`src/rtl/sqrt_seq_controller.sv`:
```
// State sequencer for the iterative square-root datapath: idle, then steps 1..NUM_STEPS.
// Optional stall input is enabled by defining SQRT_SEQ_HOLD_EN; otherwise hold is ignored.
module sqrt_seq_controller #(
  parameter int NUM_STEPS = 50,
  parameter int STATE_W   = 6
) (
  input  logic               Clk,
  input  logic               Reset,
  input  logic               start,
  input  logic               negative,
  input  logic               hold,
  output logic [STATE_W-1:0] CurrentState,
  output logic               busy,
  output logic               done,
  output logic               error
);

  localparam logic [STATE_W-1:0] ONE  = STATE_W'(1);
  localparam logic [STATE_W-1:0] LAST = STATE_W'(NUM_STEPS);

  typedef enum logic [2:0] {
    PH_IDLE,
    PH_FIRST,
    PH_STEP,
    PH_LAST,
    PH_BAD
  } phase_e;

  logic [STATE_W-1:0] state_q, state_d;
  logic               done_q, done_d;
  logic               error_q, error_d;
  logic               hold_eff;
  phase_e             phase;

`ifdef SQRT_SEQ_HOLD_EN
  assign hold_eff = hold;
`else
  logic hold_unused;
  assign hold_unused = hold;
  assign hold_eff    = 1'b0;
`endif

  always_comb begin
    if (state_q == '0)        phase = PH_IDLE;
    else if (state_q > LAST)  phase = PH_BAD;
    else if (state_q == ONE)  phase = PH_FIRST;
    else if (state_q == LAST) phase = PH_LAST;
    else                      phase = PH_STEP;
  end

  always_comb begin
    state_d = state_q;
    done_d  = 1'b0;
    error_d = error_q;
    case (phase)
      PH_IDLE: begin
        // start is honoured in idle even while hold is asserted
        if (start) begin
          state_d = ONE;
          error_d = 1'b0;
        end
      end
      PH_FIRST: begin
        // a negative operand aborts before hold is considered
        if (negative) begin
          state_d = '0;
          done_d  = 1'b1;
          error_d = 1'b1;
        end else if (!hold_eff) begin
          state_d = state_q + ONE;
        end
      end
      PH_STEP: begin
        if (!hold_eff) state_d = state_q + ONE;
      end
      PH_LAST: begin
        if (!hold_eff) begin
          state_d = '0;
          done_d  = 1'b1;
        end
      end
      default: begin
        // unreachable index: fall back to idle quietly
        state_d = '0;
      end
    endcase
  end

  always_ff @(posedge Clk) begin
    if (Reset) begin
      state_q <= '0;
      done_q  <= 1'b0;
      error_q <= 1'b0;
    end else begin
      state_q <= state_d;
      done_q  <= done_d;
      error_q <= error_d;
    end
  end

  assign CurrentState = state_q;
  assign busy         = (state_q != '0);
  assign done         = done_q;
  assign error        = error_q;

endmodule
```
`config.mk`:
```
export PLATFORM = sky130hd
export DESIGN_NAME = sqrt_seq_controller
export DESIGN_NICKNAME = d
export VERILOG_FILES = /design/src/rtl/sqrt_seq_controller.sv
export SDC_FILE = /design/constraint.sdc
export NUM_CORES = 1
export LEC_CHECK = 0
export ABC_CLOCK_PERIOD_IN_PS = 1600
export BUFFER_PORTS_ARGS = -buffer_cell sky130_fd_sc_hd__buf_2
export CAP_MARGIN = 5
export CORE_AREA = 5 5 42 44
export DETAILED_ROUTE_END_ITERATION = 7
export DIE_AREA = 0 0 47 49
export PLACE_DENSITY = 0.66
export SLEW_MARGIN = 25
export SYNTH_ARGS = -nofsm -noshare
export SYNTH_HDL_FRONTEND = slang
export SYNTH_SLANG_ARGS = --single-unit
```
`constraint.sdc`:
```
create_clock -name Clk -period 1.6 [get_ports Clk]
set_clock_uncertainty 0.1 [all_clocks]
set_input_delay 0.24 -clock Clk [delete_from_list [all_inputs] [get_ports Clk]]
set_output_delay 0.24 -clock Clk [all_outputs]
set_load 0.02 [all_outputs]
```
==> results.txt <==
After detailed routing, the number of vias per cell comes to 5.27. The pin count of the biggest net entering global routing came out at 8. The number of buffers between clock root and the deepest sink is 2.

For this block, the via count after detailed routing is 495. For this run, the leading register cell type out of synthesis is dfxtp_1. The number of synthesized flops with an enable pin came out at 0. The finished cells cover 683 sq um. The overall track demand over capacity in global routing was 12.6%.

The run gives 0.26 ns as the insertion delay of the later-clocked pin in the worst-skew pair. Timing would allow up to 609 MHz. Summed over all nets, wire length on met3 after detailed routing comes to 82 um.

The run finished, with violations left. The worst setup path is captured at an output port. Simple-gate area share of the yosys netlist: 22.3%. In this run the worst hold path is classified as primary input to flop. Die footprint: 2300 sq um. Data on the critical path arrives at its endpoint at 1.30 ns. Of the synthesized area, sequential elements account for 34.3%. At the end of routability-driven placement, the weighted congestion stood at 0.768.

The tools report the first-pass GRT wire length as 2.01 mm. Once placement finished, the instance area stood at 596 sq um. The first detailed-routing pass took 4 iterations.

Headroom to the max-slew limit came out at 80.5%. For this run, the share of the core covered by cells in the final layout is 48.8%. For the post-synthesis cell type count, the log shows 26.

The clock-pin slew reported for the worst setup and hold paths after clock tree synthesis works out to 0.06 ns. Summed over all cells, the static leakage comes to 0.315 nW. From synthesis to final layout, the design area changed by 46.4%.

Sorting the synthesized cells by how often they occur yields dfxtp_1, inv_1, ha_1, nor2_1. In this run, the number of DRC markers left after iteration 0 of detailed routing was 7. The number of placed cells counting well taps was 87; the mapped cell area was 467 sq um. The number of failing hold endpoints at the final stage is 0, and the worst setup slack after layout is -0.0409 ns. Routed signal wires occupy layers up through met4. Setup violations remaining at the end of the flow were counted as 2. The synthesized design spends more area on one cell type than any other, namely dfxtp_1. From bottom edge to top edge, the die measures 49 um. The run gives 0 as the final routed DRC violation total. After synthesis, the largest family of logic cells by area is simple AND/OR/NAND/NOR gates. Of the post-synthesis cell area, the part taken by muxes is 0%. The mean area per synthesized cell is 8.97 sq um.

After synthesis, the share of flip-flops with an asynchronous set or reset is 0%. The area share of the leading cell type in the synthesized netlist came out at 34.3%. The xor and xnor area share after synthesis was 5.63%. Input and output buffers added on the ports amount to 12. The shortest period the worst path allows came out at 1.64 ns. The pin slew with the least headroom to its limit came out at 0.289 ns.

In the finished design, the share of the clock period the worst path needs comes to 103%. The number of nets with antenna violations after routing is 0, and the area of the placeable core is 1400 sq um. Of all nets on the critical path, the largest fanout is 7.

The tools report the number of nets produced by synthesis as 61. The final reports fail on negative setup slack. The floorplan has 14 rows. The tool flagged a number of max-cap violations equal to 0. The library cell with the highest instance count after synthesis is dfxtp_1. Setup repair after global routing could not meet its margin everywhere.

The HPWL after detailed placement is 872 um, and the adder-cell share of the synthesized area is 10.7%. The register bit total from synthesis was 8; the fraction of the mapped netlist area in compound gates was 20.6%. The worst-case IR drop observed on VDD is 0.681 mV. TritonCTS built the clock tree. The tools report the number of global-route vias before repair as 438. For the initial antenna violation count, the log shows 0. The number of antenna diodes in the final layout is 0. CTS saw 8 sinks. For this block, wires on met1 add up to 551 um. In the synthesized netlist, the number of instances is 52. The Yosys step of the flow raised 0 warnings.

The effective utilization at floorplan was 33.3%; the average wire length per cell after detail routing was 12.8 um. In this run, CTS created clock tree buffers numbering 3. For the required time reported for the critical path endpoint, the log shows 1.26 ns. The worst register-to-register path has a setup slack of -0.02 ns. For the final cell count without fillers, the log shows 94.

The tools report the total count of max-transition violations in the final report as 0. The share of cells above drive strength 1 was 46.2%; the number of nets in the finished design was 89. The tools report the count of boundary I/O pins as 14.

The tools report the root cell of the clock tree as clkbuf_4. The total power density per cell area works out to 1200 nW/um^2. The horizontal extent of the die came out at 47 um. By area the synthesized netlist is led by dfxtp_1, ha_1, inv_1. The logs give 0 for the aggregate global routing overflow and 1.20 mm for the routed wire length. The worst setup path is launched from a flop. After detailed routing, the met2 layer carries 526 um of wire. For the count of H-tree levels built during CTS, the log shows 1. Class of the most critical setup path: flop to output port.
-- registers in the layout, summed over array words and instances, names as in the netlist --
name,count
CurrentState,6
done,1
error,1
-- cell type report --
class                           instances  area [sq um]
Sequential cell                         8           166
Tap cell                               16          20.0
Inverter                                5          18.8
Multi-Input combinational cell         38           288
Fill cell                             140           718
Clock buffer                            3          22.5
Timing Repair Buffer                   24           168
-- per-layer routing --
layer | global-route usage [%] | vias to the layer above
met1 | 16.8 | 227
li1 | - | 248
met5 | 0 | -
met2 | 15.8 | 16
met4 | 8.29 | 0
met3 | 5.17 | 4
-- where the power goes --
part           leakage (nW)  switching, mW  internal, mW
Sequential           0.0671         0.0289         0.228
Clock                0.0138         0.0808        0.0867
Combinational         0.234          0.216         0.179
Total                 0.315          0.325         0.493
-- what timing repair did --
item,in CTS,in global routing
endpoints found under the setup margin,1,4
hold buffers,0,0
pin swaps,2,1
resized for setup,12,0
buffers inserted,4,0
-- cell families (layout without fill, tap and decap cells) --
logic type	Yosys count	in the layout
and+or+nand+nor	18	18
xor gates and xnor gates	3	3
DFF	8	8
adders and majority gates	4	4
AOI/OAI and AO/OA	13	13
buffers and inverters	6	32
-- placed cells by master, fill, tap and decap left out --
master and count:
buf_4 9, nor4_1 1, buf_6 4, or4_4 1, nor3_1 1, nand2b_1 1
buf_2 11, a311oi_1 1, xor2_1 2, nor4_4 1, xnor2_1 1, nand2_2 1
dfxtp_2 5, nand2_1 2, o21ai_0 2, nor2_1 4, a31oi_1 2, dfxtp_1 3
o2111ai_1 1, o221ai_2 1, o41ai_1 1, nand3_1 3, a21oi_1 3, o32ai_1 1
ha_1 4, or3_1 1, nor4b_1 1, o2bb2ai_1 1, clkbuf_4 3, inv_1 5
and3_1 1
-- path summary, 6_finish.rpt --
kind                     endpoint             from  cells past startpoint
setup / recovery             busy  CurrentState[3]                      5
hold / removal               done            Reset                      2
setup reg to reg  CurrentState[1]  CurrentState[3]                      4
hold reg to reg   CurrentState[0]  CurrentState[0]                      1
-- worst max-delay path, stage by stage (launching register included) --
cell and delay, ns:
dfxtp_2 0.32, buf_6 0.13, nor4_4 0.26, buf_4 0.16, nand2_2 0.04, buf_6 0.12
-- metrics by stage --
step / hold slack [ns] / setup TNS [ns] / worst slack, ns / total power [mW]
2_1_floorplan: 0.217 / 0 / 0.0126 / 0.487
3_3_place_gp: 0.344 / 0 / 0.114 / 0.614
3_5_place_dp: 0.347 / 0 / 0.115 / 0.618
4_1_cts: 0.0689 / -0.0188 / -0.0188 / 0.821
5_1_grt: 0.0659 / -0.191 / -0.108 / 0.883
6_report: 0.0701 / -0.0565 / -0.0409 / 0.819
Power figures use the tool's default switching activity.
